==> src/rtl/muldiv_pkg.sv <==
// Shared definitions for the RV32M multiply/divide sequencer: op encodings,
// FSM state type and width constants.
package muldiv_pkg;

    localparam int MD_WIDTH = 32;

    localparam logic [2:0] MD_MUL    = 3'b000;
    localparam logic [2:0] MD_MULH   = 3'b001;
    localparam logic [2:0] MD_MULHSU = 3'b010;
    localparam logic [2:0] MD_MULHU  = 3'b011;
    localparam logic [2:0] MD_DIV    = 3'b100;
    localparam logic [2:0] MD_DIVU   = 3'b101;
    localparam logic [2:0] MD_REM    = 3'b110;
    localparam logic [2:0] MD_REMU   = 3'b111;

    // Quotient returned for a divide by zero
    localparam logic [MD_WIDTH-1:0] MD_DIV0_Q = '1;

    typedef enum logic [2:0] {
        MD_IDLE,
        MD_PREP,
        MD_CALC,
        MD_FIX,
        MD_DONE
    } md_state_t;

endpackage

==> src/rtl/muldiv_step.sv <==
// One iteration of the shared multiply/divide datapath.
//   is_div = 0 : shift-add multiply. acc upper half accumulates, the product
//                shifts right into the lower half; q holds the multiplier.
//   is_div = 1 : restoring divide. acc = remainder:quotient, q supplies the
//                dividend bits MSB first; opnd is the divisor.
module muldiv_step
    import muldiv_pkg::*;
#(
    parameter int WIDTH = MD_WIDTH
) (
    input  logic               is_div,
    input  logic [2*WIDTH-1:0] acc,
    input  logic [WIDTH-1:0]   q,
    input  logic [WIDTH-1:0]   opnd,
    output logic [2*WIDTH-1:0] acc_next,
    output logic [WIDTH-1:0]   q_next
);

    logic [WIDTH:0]   sum;
    logic [WIDTH:0]   rem_shift;
    logic [WIDTH-1:0] rem_sub;
    logic             fits;

    // Compute both candidate updates and select by operation type
    always_comb begin
        sum       = {1'b0, acc[2*WIDTH-1:WIDTH]} + (q[0] ? {1'b0, opnd} : '0);
        rem_shift = {acc[2*WIDTH-1:WIDTH], q[WIDTH-1]};
        fits      = (rem_shift >= {1'b0, opnd});
        rem_sub   = rem_shift[WIDTH-1:0] - opnd;
        if (is_div) begin
            if (fits) begin
                acc_next = {rem_sub, acc[WIDTH-2:0], 1'b1};
            end else begin
                acc_next = {rem_shift[WIDTH-1:0], acc[WIDTH-2:0], 1'b0};
            end
            q_next = {q[WIDTH-2:0], 1'b0};
        end else begin
            acc_next = {sum, acc[WIDTH-1:1]};
            q_next   = {1'b0, q[WIDTH-1:1]};
        end
    end

endmodule

==> src/rtl/muldiv_sequencer.sv <==
// RV32M multiply/divide sequencer. Captures operands, runs an iterative
// shift-add multiply or restoring divide, stalls the pipeline meanwhile and
// presents the result for one cycle. Divide-by-zero and signed overflow
// resolve directly from PREP.
// Optional build macro MULDIV_FAST_MUL_EN: multiplies complete in one cycle
// using a native product, going straight from IDLE to DONE.
module muldiv_sequencer
    import muldiv_pkg::*;
#(
    parameter int WIDTH = MD_WIDTH
) (
    input  logic             CLK,
    input  logic             RESET,
    input  logic             START,
    input  logic [2:0]       FUNCT3,
    input  logic [WIDTH-1:0] DATA1,
    input  logic [WIDTH-1:0] DATA2,
    input  logic             FLUSH,
    output logic             BUSY,
    output logic             STALL,
    output logic [WIDTH-1:0] RESULT,
    output logic             RESULT_VALID
);

    localparam logic [WIDTH-1:0] MIN_NEG = {1'b1, {(WIDTH-1){1'b0}}};
    localparam logic [5:0]       LAST    = 6'(WIDTH - 1);

    md_state_t          state, state_nx;
    logic [5:0]         cnt;
    logic [2:0]         op;
    logic [WIDTH-1:0]   d1, d2;
    logic [WIDTH-1:0]   q, opnd, q_nx;
    logic [2*WIDTH-1:0] acc, acc_nx, prod_fix;
    logic [WIDTH-1:0]   div_sel, div_fix, fix_val, special_val, res_nx;
    logic               neg, load_res;
    logic               is_div, is_rem, sgn1, sgn2, a_neg, b_neg, div0, ovf;
    logic [WIDTH-1:0]   abs1, abs2;

    // Operand decode on the captured op
    always_comb begin
        is_div = op[2];
        is_rem = op[2] & op[1];
        sgn1   = is_div ? ~op[0] : (op == MD_MULH || op == MD_MULHSU);
        sgn2   = is_div ? ~op[0] : (op == MD_MULH);
        a_neg  = sgn1 & d1[WIDTH-1];
        b_neg  = sgn2 & d2[WIDTH-1];
        abs1   = a_neg ? -d1 : d1;
        abs2   = b_neg ? -d2 : d2;
        div0   = is_div && (d2 == '0);
        ovf    = is_div && !op[0] && (d1 == MIN_NEG) && (d2 == '1);
        if (div0) begin
            special_val = is_rem ? d1 : MD_DIV0_Q;
        end else begin
            special_val = is_rem ? '0 : MIN_NEG;
        end
        prod_fix = neg ? -acc : acc;
        div_sel  = is_rem ? acc[2*WIDTH-1:WIDTH] : acc[WIDTH-1:0];
        div_fix  = neg ? -div_sel : div_sel;
        if (is_div) begin
            fix_val = div_fix;
        end else if (op == MD_MUL) begin
            fix_val = prod_fix[WIDTH-1:0];
        end else begin
            fix_val = prod_fix[2*WIDTH-1:WIDTH];
        end
    end

`ifdef MULDIV_FAST_MUL_EN
    logic                      f_sgn1, f_sgn2;
    logic signed [2*WIDTH+1:0] fast_prod;
    logic [WIDTH-1:0]          fast_val;

    // Single-cycle signed/unsigned product straight from the live operands
    always_comb begin
        f_sgn1    = (FUNCT3 == MD_MULH) || (FUNCT3 == MD_MULHSU);
        f_sgn2    = (FUNCT3 == MD_MULH);
        fast_prod = $signed({f_sgn1 & DATA1[WIDTH-1], DATA1})
                  * $signed({f_sgn2 & DATA2[WIDTH-1], DATA2});
        fast_val  = (FUNCT3 == MD_MUL) ? fast_prod[WIDTH-1:0]
                                       : fast_prod[2*WIDTH-1:WIDTH];
    end
`endif

    muldiv_step #(.WIDTH(WIDTH)) u_step (
        .is_div   (is_div),
        .acc      (acc),
        .q        (q),
        .opnd     (opnd),
        .acc_next (acc_nx),
        .q_next   (q_nx)
    );

    // Next-state logic and result load selection; FLUSH overrides sequencing
    always_comb begin
        state_nx = state;
        load_res = 1'b0;
        res_nx   = '0;
        case (state)
            MD_IDLE: begin
                if (START) begin
`ifdef MULDIV_FAST_MUL_EN
                    if (!FUNCT3[2]) begin
                        state_nx = MD_DONE;
                        load_res = 1'b1;
                        res_nx   = fast_val;
                    end else begin
                        state_nx = MD_PREP;
                    end
`else
                    state_nx = MD_PREP;
`endif
                end
            end
            MD_PREP: begin
                if (div0 || ovf) begin
                    state_nx = MD_DONE;
                    load_res = 1'b1;
                    res_nx   = special_val;
                end else begin
                    state_nx = MD_CALC;
                end
            end
            MD_CALC: begin
                if (cnt == LAST) begin
                    state_nx = MD_FIX;
                end
            end
            MD_FIX: begin
                state_nx = MD_DONE;
                load_res = 1'b1;
                res_nx   = fix_val;
            end
            MD_DONE: state_nx = MD_IDLE;
            default: state_nx = MD_IDLE;
        endcase
        if (FLUSH) begin
            state_nx = MD_IDLE;
            load_res = 1'b0;
        end
    end

    // Control registers: state, counter, status flags and the result
    always_ff @(posedge CLK) begin
        if (RESET) begin
            state        <= MD_IDLE;
            cnt          <= '0;
            BUSY         <= 1'b0;
            RESULT_VALID <= 1'b0;
            RESULT       <= '0;
        end else begin
            state        <= state_nx;
            BUSY         <= (state_nx == MD_PREP) || (state_nx == MD_CALC) ||
                            (state_nx == MD_FIX);
            RESULT_VALID <= (state_nx == MD_DONE);
            if (load_res) begin
                RESULT <= res_nx;
            end
            if (state == MD_PREP) begin
                cnt <= '0;
            end else if (state == MD_CALC) begin
                cnt <= cnt + 6'd1;
            end
        end
    end

    // Datapath registers: operand capture, sign/abs preparation, iteration
    always_ff @(posedge CLK) begin
        if (state == MD_IDLE && START) begin
            op <= FUNCT3;
            d1 <= DATA1;
            d2 <= DATA2;
        end
        if (state == MD_PREP) begin
            acc  <= '0;
            q    <= is_div ? abs1 : abs2;
            opnd <= is_div ? abs2 : abs1;
            neg  <= is_rem ? a_neg : (a_neg ^ b_neg);
        end else if (state == MD_CALC) begin
            acc <= acc_nx;
            q   <= q_nx;
        end
    end

    // Stall request: pending accept in IDLE or an op in flight
    always_comb begin
        STALL = ~RESET & (((state == MD_IDLE) & START) | BUSY);
    end

endmodule

==> config.mk <==
export PLATFORM = sky130hd
export DESIGN_NAME = muldiv_sequencer
export DESIGN_NICKNAME = d
export VERILOG_FILES = /design/src/rtl/muldiv_pkg.sv /design/src/rtl/muldiv_step.sv /design/src/rtl/muldiv_sequencer.sv
export SDC_FILE = /design/constraint.sdc
export NUM_CORES = 1
export LEC_CHECK = 0
export ABC_CLOCK_PERIOD_IN_PS = 13270
export CORE_MARGIN = 2
export CORE_UTILIZATION = 50
export DETAILED_ROUTE_END_ITERATION = 8
export PLACE_DENSITY = 0.69
export SETUP_SLACK_MARGIN = 0.3
export SLEW_MARGIN = 20
export SYNTH_ARGS = -nofsm -noshare
export SYNTH_HDL_FRONTEND = slang
export SYNTH_SLANG_ARGS = --single-unit
==> constraint.sdc <==
create_clock -name CLK -period 13.27 [get_ports CLK]
set_input_delay 1.327 -clock CLK [delete_from_list [all_inputs] [get_ports CLK]]
set_output_delay 1.327 -clock CLK [all_outputs]
set_load 0.05 [all_outputs]
==> results.md, run 1 <==
- The via count of the first global-routing pass is 16.5k.
- The buffers inserted during post-CTS setup optimization is 0.
- The origin of the worst min-delay path is RESULT[19]$_SDFFE_PP0P_.
- Clock-pin slew was measured on the worst setup and hold paths at 0.05 ns.
- In this run the cell area measured after placement is 0.0197 mm^2.
- Signal routing reaches up to met4.
- Counting every net in the synthesized netlist gives 2367.
- The number of enable-type register cells in the synthesized netlist is 132.
- The number of instances in the synthesized netlist is 2224.
- The worst hold path endpoint is RESULT[19]$_SDFFE_PP0P_.
- The amount of wire on met3 after detailed routing is 5490 um.
- Of all flip-flops after synthesis, the portion carrying an async set or reset was 0%.
- The capture instance of the worst register-to-register path is RESULT[31]$_SDFFE_PP0P_.
- The half-perimeter wire length after detailed placement is 44600 um.
- Across every metal layer, demand over resource in global routing totals 31.5%.
- The run finished with clean final reports.
- The worst setup path is of the primary input to primary output kind.
- The placeable core area is 0.0366 mm^2.
- STA classifies the critical path startpoint as a primary input.
- The max-slew violation count is 0.
- The top-level I/O count is 106.
- The net load switching power is 0.838 mW.
- The die covers 0.0387 mm^2.
- Adding up every negative setup slack in the final design gives 0 ns.
- Summed over all cells, the static leakage comes to 7.73 nW.
- The depth of the worst register-to-register path is 11.
- After detailed routing, the average wire length per cell comes to 22.8 um.
- The critical-path maximum fanout is 69.
- The number of hold buffers added after CTS was 0.
- The site row count is 70.
- The synthesized netlist occupies a cell area of 0.0186 mm^2.
- The maximum level of the CTS H-tree is 1.
- The count of clock tree sinks is 239.
- The via count normalized by instance count is 6.42.
- The max-capacitance violation count is 0.
- The detail route stage leaves a number of antenna-violating nets equal to 0.
- Counting along the longest clock path gives a buffer depth of 3.
- The switching portion of total power is 35.2%.
- The flop and latch count out of synthesis is 239.
- Per report_power, the clock group accounts for 31.2% of the total.
- During synthesis, Yosys emitted a total of 0 warnings.
- Setup repair after global routing left no endpoint under its margin.
- The die span in x is 197 um.
- The number of antenna violations at the first check in global routing is 1.
- The predominant post-synthesis flop cell is sky130_fd_sc_hd__edfxtp_1.
- The upper clock frequency limit is 200 MHz.
- For this block, wires on met1 add up to 26800 um.
- After filler insertion, the fill cell instance count of the layout stands at 3345.
- The wire length of the first global-routing pass is 94700 um.
- The initial utilization of the core area, before any placement, comes to 50.7%.
- TritonCTS built the clock tree.
- The final non-filler cell area is 0.0206 mm^2.
- The cell sitting at the root of the clock tree is a sky130_fd_sc_hd__clkbuf_16.
- At the worst endpoint, the arrival time is 3.68 ns.
- The largest net degree at the start of global routing is 136.
- In this run the power density over the cells is 116 mW/mm^2.
- For the worst setup path, the data required time is 11.94 ns.
- The number of nets at the end of the flow is 2349.
- The cell count of the worst hold path is 2.
- The clock insertion delay at the later pin of the skew report is 0.58 ns.
- 0 antenna diodes ended up in the layout.
- The synthesized area divided by synthesized cell count is 8.34 um^2.
- The sequential cell area fraction in the yosys report is 32.9%.
- The relative contribution of sequential cells to total power is 40.2%.
- The post-cts resize count is 0.
- The post-placement setup slack is 8.25 ns.
- The critical path capture point type is a primary output.
- The clock skew is 0.0136 ns.
- The worst hold slack is 0.466 ns.
- The amount of wire on met2 after detailed routing is 25300 um.
- At the end of routability-driven placement, the weighted congestion stood at 0.991.
- The startpoint identified for the worst register-to-register timing path is op[1]$_DFFE_PP_.
- The synthesized netlist contains 90 unique library cells.
- The final count of hold timing violations is 0.
- The final period utilization is 37.8%.
- The violation count after the first detailed-route iteration is 2128.
- The internal portion of the total power is 1.54 mW.
- The overall overflow remaining after global route is 0.
- Before antenna repair, the detailed router went through 6 iterations.
- The number of buffers inserted during clock tree synthesis is 27.
- The detailed router placed 17.3k vias in this run.
- The post-detailed-routing wire length is 61400 um.
- The worst path meets setup with 8.26 ns of slack.
- The portion of total power attributed to combinational logic is 28.6%.
- The floorplan step set the die height to 197 um.
- The count of buffers added on input and output ports is 105.
- The remaining max-slew budget at the tightest pin is 28.9%.
- The clock period could shrink to 5.01 ns.
- The class of the worst hold path is flop to flop.
- The maximum resistive drop on vdd is 0.0824 mV.
- For the pin with the worst max-slew slack, the measured transition is 1.06 ns.
- Cells with a size suffix above 1 make up 4.76% of the layout.
- Relative to the synthesized area, the layout overhead comes to 10.8%.
- Setup violations remaining at the end of the flow were counted as 0.
- The total power draw is 2.38 mW.
- For this run, design rule violations remaining after detail routing come to 0.
- The setup slack on the worst flop-to-flop path is 8.85 ns.
==> per-stage QoR <==
stage | instances | utilization, %
3_5_place_dp | 2645 | 53.8
6_report | 2694 | 56.2
3_3_place_gp | 2645 | 53.8
5_1_grt | 2694 | 56.2
2_1_floorplan | 2224 | -
4_1_cts | 2694 | 56.1
==> registers in the layout (all words and copies together), names as in the netlist, 3 cells and up <==
signal / cells
d1: 32
acc: 64
RESULT: 32
d2: 32
q: 32
cnt: 6
opnd: 32
op: 3
state: 3
==> final cells by class <==
type                    instances  area, um^2  share of cell area, %
multi-input cells            1751       11600                   56.2
repair buffers                124        1210                   5.87
inverters                      63         239                   1.16
well taps                     468         586                   2.85
clock inverters                 9        85.1                  0.414
clock buffers                  40         785                   3.82
flip-flops and latches        239        6110                   29.7
==> layer usage <==
layer / track usage, % / vias to the layer above
met5: 0 / -
met4: 16.3 / 0
met3: 5.15 / 138
met2: 46.6 / 851
met1: 44.3 / 8193
li1: - / 8101
==> cells by family (layout without fill, tap and decap cells) <==
| group | count (synthesis) | count (layout) | share of synthesized area (%) |
|---|---|---|---|
| buffers and inverters | 234 | 236 | 5.04 |
| AND/OR/NAND/NOR | 726 | 726 | 19.2 |
| flip-flops | 239 | 239 | 32.9 |
| adder cells (fa/ha/maj) | 72 | 72 | 4.94 |
| multiplexers | 105 | 105 | 6.30 |
| AO/OA/AOI/OAI | 645 | 645 | 22.0 |
| XOR/XNOR | 203 | 203 | 9.58 |
==> critical path, stage by stage <==
cell and delay, ns:
sky130_fd_sc_hd__clkdlybuf4s50_1 0.46, sky130_fd_sc_hd__nor4b_2 0.20, sky130_fd_sc_hd__buf_4 0.69, sky130_fd_sc_hd__nor2_1 0.08, sky130_fd_sc_hd__nor2_1 0.11, sky130_fd_sc_hd__clkdlybuf4s50_1 0.82
==> synthesized netlist by cell type (32+ instances only) <==
| master | n | area share, % |
|---|---|---|
| sky130_fd_sc_hd__nand2_1 | 175 | 3.5 |
| sky130_fd_sc_hd__dfxtp_1 | 107 | 12 |
| sky130_fd_sc_hd__o21ai_0 | 175 | 4.7 |
| sky130_fd_sc_hd__nor2_1 | 239 | 4.8 |
| sky130_fd_sc_hd__edfxtp_1 | 132 | 21 |
| sky130_fd_sc_hd__xor2_1 | 85 | 4.0 |
| sky130_fd_sc_hd__clkbuf_1 | 135 | 2.7 |
| sky130_fd_sc_hd__and2_1 | 41 | 1.4 |
| sky130_fd_sc_hd__mux2i_1 | 92 | 5.0 |
| sky130_fd_sc_hd__ha_1 | 70 | 4.7 |
| sky130_fd_sc_hd__a21o_1 | 41 | 1.7 |
| sky130_fd_sc_hd__nor3_1 | 82 | 2.2 |
| sky130_fd_sc_hd__a211oi_1 | 64 | 2.6 |
| sky130_fd_sc_hd__xnor2_1 | 118 | 5.6 |
| sky130_fd_sc_hd__nand4_1 | 32 | 1.1 |
| sky130_fd_sc_hd__inv_1 | 62 | 1.3 |
| sky130_fd_sc_hd__a21oi_1 | 151 | 4.1 |
==> power groups by stage <==
stage,clock network [mW],logic [mW],registers [mW]
finish,0.745,0.681,0.957
detailed placement,0,0.663,0.968
global route,0.783,0.743,0.963
CTS,0.754,0.668,0.953
global placement,0,0.654,0.967
floorplan,0,0.548,0.891
==> layout by cell type (no fill, tap or decap), drive strengths merged, types with 11 or more instances in the layout <==
| cell | synthesis | routed |
|---|---|---|
| or4 | 12 | 12 |
| o21ai | 193 | 193 |
| xnor2 | 118 | 118 |
| nand3 | 27 | 27 |
| a31oi | 20 | 20 |
| a21o | 41 | 41 |
| o41ai | 19 | 19 |
| dfxtp | 107 | 107 |
| xor2 | 85 | 85 |
| clkbuf | 136 | 40 |
| and2 | 42 | 42 |
| clkdlybuf4s50 | 0 | 105 |
| mux2i | 92 | 92 |
| nand2b | 12 | 12 |
| o31ai | 31 | 31 |
| nand4 | 32 | 32 |
| nor2 | 239 | 239 |
| and3 | 11 | 11 |
| inv | 62 | 64 |
| o211ai | 23 | 23 |
| a211oi | 64 | 64 |
| a21oi | 151 | 151 |
| nor4 | 15 | 15 |
| nand2 | 175 | 175 |
| buf | 35 | 19 |
| nor2b | 12 | 12 |
| ha | 70 | 70 |
| edfxtp | 132 | 132 |
| or3 | 24 | 24 |
| nor3 | 86 | 86 |
==> worst max path at each step <==
| stage | startpoint | to | slack [ns] | cells past startpoint |
|---|---|---|---|---|
| after floorplan | START | STALL | 2.80 | 3 |
| after global placement | START | STALL | 8.23 | 6 |
| after detailed placement | START | STALL | 8.25 | 6 |
| after CTS | START | STALL | 8.22 | 6 |
| after global routing | START | STALL | 8.06 | 6 |
| final | START | STALL | 8.26 | 6 |
Power figures use the tool's default switching activity.
==> run 2: changes to the inputs <==
--- a/config.mk
+++ b/config.mk
@@ -5,7 +5,7 @@
 export SDC_FILE = /design/constraint.sdc
 export NUM_CORES = 1
 export LEC_CHECK = 0
-export ABC_CLOCK_PERIOD_IN_PS = 13270
+export ABC_CLOCK_PERIOD_IN_PS = 5100
 export CORE_MARGIN = 2
 export CORE_UTILIZATION = 50
 export DETAILED_ROUTE_END_ITERATION = 8
==> constraint.sdc (replaced) <==
create_clock -name CLK -period 5.1 [get_ports CLK]
set_input_delay 0.51 -clock CLK [delete_from_list [all_inputs] [get_ports CLK]]
set_output_delay 0.51 -clock CLK [all_outputs]
set_load 0.05 [all_outputs]
==> run 2 against run 1 <==
Die area unchanged. Total power rose to 2.7 times the previous value. Setup slack worse by 7.4 ns. Via count up 0.69%. Critical endpoint is now RESULT[26]$_SDFFE_PP0P_. Largest power group unchanged.
==> results.md, run 2 (same netlist as run 1, synthesis figures left out) <==
- The first global-routing pass estimated 95800 um of wire.
- The worst hold path endpoint is d1[11]$_DFFE_PP_.
- Dividing the detail-routed wire length by the instance count gives 23.2 um.
- The class of the worst hold path is primary input to flop.
- The worst path uses 83.6% of the clock period.
- The tree is rooted in a sky130_fd_sc_hd__clkbuf_16.
- The library cell used most frequently in the layout, excluding fill and tap cells, is sky130_fd_sc_hd__nor2_1.
- The initial cell density of the core is 50.7%.
- The clock drives 239 sinks.
- The post-cts resize count is 0.
- The number of diodes is 0.
- After clock tree synthesis, the clock-pin slew on the worst setup and hold paths is 0.07 ns.
- The endpoint arrival time on the critical path is 4.71 ns.
- The overall overflow remaining after global route is 0.
- In the final design database the tool counted 2373 nets.
- The upper clock frequency limit is 235 MHz.
- In this run the post-CTS setup repair buffer count came out at 0.
- The final count of negative-setup-slack endpoints is 0.
- The die span in x is 197 um.
- The type of origin of the critical path is a flop.
- In the layout the commonest cells are 238 x sky130_fd_sc_hd__nor2_1, 175 x sky130_fd_sc_hd__nand2_1, 175 x sky130_fd_sc_hd__o21ai_0, 151 x sky130_fd_sc_hd__a21oi_1, 132 x sky130_fd_sc_hd__edfxtp_1.
- The startpoint of the most critical register-to-register path is op[1]$_DFFE_PP_.
- Counting cells, the worst reg-to-reg path comes to 13.
- The floorplan step set the die height to 197 um.
- The critical path capture point type is a flop.
- The remaining max-slew budget at the tightest pin is 26.4%.
- The clock passes through at most 3 buffers.
- The setup slack on the worst flop-to-flop path is 0.84 ns.
- Using the TritonRoute via totals, the vias-per-cell ratio works out to 6.40.
- The die covers 0.0387 mm^2.
- The floorplan has 70 rows.
- In this run the number of H-tree levels came out at 1.
- In this run, CTS created clock tree buffers numbering 28.
- The top-level I/O count is 106.
- The run finished with clean final reports.
- The overall global routing resource usage is 32.2%.
- The first TritonRoute pass finished after 5 iterations.
- Relative to the synthesized area, the layout overhead comes to 12.1%.
- The placeable core area is 0.0366 mm^2.
- Tracing the worst setup path back leads to its startpoint at op[1]$_DFFE_PP_.
- The register with the highest flop count is acc.
- The register with the most flip-flops in the layout has 64 of them.
- The routed design could run at a clock period as short as 4.26 ns.
- For this block, the via count after detailed routing is 17.4k.
- The largest net degree at the start of global routing is 90.
- The category of the most critical setup path is flop to flop.
- The number of cells after detailed placement is 2668.
- The capture instance of the worst register-to-register path is RESULT[26]$_SDFFE_PP0P_.
- The final count of hold timing violations came to 0.
- The antenna violation net count after detailed routing is 0.
- The via count of the first global-routing pass was 16.2k.
- TritonCTS built the clock tree.
- Across the routed clock network, the largest skew measured is 0.0422 ns.
- The transition time at the pin with the least slew margin is 1.10 ns.
- The clock insertion delay at the later pin of the skew report is 0.61 ns.
- The origin of the worst min-delay path is DATA1[11].
- The number of antenna violations at the first check in global routing is 0.
- Excluding fillers, the count of instances in the completed layout stands at 2720.
- Of the cells placed in the final design, the portion with a size suffix greater than 1 is 5.64%.
- The post-cts hold buffer count is 0.
- The filler cell count is 3346.
- The maximum resistive drop on vdd is 0.251 mV.
- The final routed DRC violation total is 0.
- Summed over all cells, the static leakage comes to 7.85 nW.
- In this run the tool buffered the top-level ports with 105 buffer cells.
- After legalization and detailed placement, the total HPWL measured 46700 um.
- The violation count after the first detailed-route iteration is 1932.
- The max-slew violation count is 0.
- The congestion estimate from routability-driven global placement came to 0.982.
- Max-cap violations in this run came to 0.
- The accumulated negative setup slack is 0 ns.
- The post-detailed-routing wire length is 63100 um.
- The endpoint required time on the critical path is 5.55 ns.
- Setup repair after global routing left no endpoint under its margin.
- Counting instances, the worst hold path has a depth of 1.
- The power per cell area is 308 mW/mm^2.
- The critical-path maximum fanout is 23.
==> run 2: layout make-up <==
cell class | count | area [um^2] | area share, %
multi-input combinational | 1751 | 11600 | 55.5
sequential | 239 | 6110 | 29.4
timing repair buffer | 147 | 1380 | 6.63
clock buffer | 43 | 767 | 3.69
tap | 468 | 586 | 2.82
inverter | 63 | 239 | 1.15
clock inverter | 9 | 173 | 0.830
==> run 2: stage by stage <==
stage | area [um^2] | setup WS [ns] | power, mW | hold WS, ns | util [%]
2_1_floorplan | 18600 | 0.854 | 3.74 | 0.454 | -
3_3_place_gp | 19900 | 0.987 | 4.27 | 0.447 | 54.2
3_5_place_dp | 19900 | 1.01 | 4.29 | 0.455 | 54.2
4_1_cts | 20800 | 0.950 | 6.38 | 0.436 | 56.8
5_1_grt | 20800 | 0.720 | 6.68 | 0.443 | 56.8
6_report | 20800 | 0.837 | 6.41 | 0.458 | 56.8
==> run 2: worst max-delay path, stage by stage, from the launching register on <==
cell and delay, ns:
sky130_fd_sc_hd__edfxtp_1 0.31, sky130_fd_sc_hd__buf_4 0.30, sky130_fd_sc_hd__and2_2 0.44, sky130_fd_sc_hd__mux2i_1 0.32, sky130_fd_sc_hd__ha_1 0.20, sky130_fd_sc_hd__or3b_1 0.40, sky130_fd_sc_hd__or3_4 0.38, sky130_fd_sc_hd__nand4b_1 0.37
sky130_fd_sc_hd__or3_1 0.48, sky130_fd_sc_hd__nand2_1 0.10, sky130_fd_sc_hd__xnor2_1 0.18, sky130_fd_sc_hd__o21ai_0 0.12, sky130_fd_sc_hd__nor3_1 0.38, sky130_fd_sc_hd__nor3_1 0.10
==> run 2: how the worst max path moves through the flow <==
stage | endpoint | depth (start not counted) | slack (ns)
floorplan | RESULT[24]$_SDFFE_PP0P_ | 17 | 0.85
global placement | RESULT[26]$_SDFFE_PP0P_ | 13 | 0.99
detailed placement | acc[59]$_SDFFE_PP0N_ | 13 | 1.01
CTS | acc[59]$_SDFFE_PP0N_ | 13 | 0.95
global route | RESULT[26]$_SDFFE_PP0P_ | 13 | 0.72
finish | RESULT[26]$_SDFFE_PP0P_ | 13 | 0.84
==> run 2: layer usage <==
layer,track usage [%],vias to the layer above,share of wire [%]
li1,-,8136,-
met1,45.7,8301,44
met2,47.6,830,42
met3,6.18,135,8.9
met4,14.9,0,5.2
met5,0,-,0
==> run 2: where the power goes <==
group | leakage [nW] | switching (mW) | internal [mW]
clock | 0.449 | 0.860 | 1.24
sequential | 2.12 | 0.247 | 2.19
combinational | 5.29 | 1.14 | 0.735
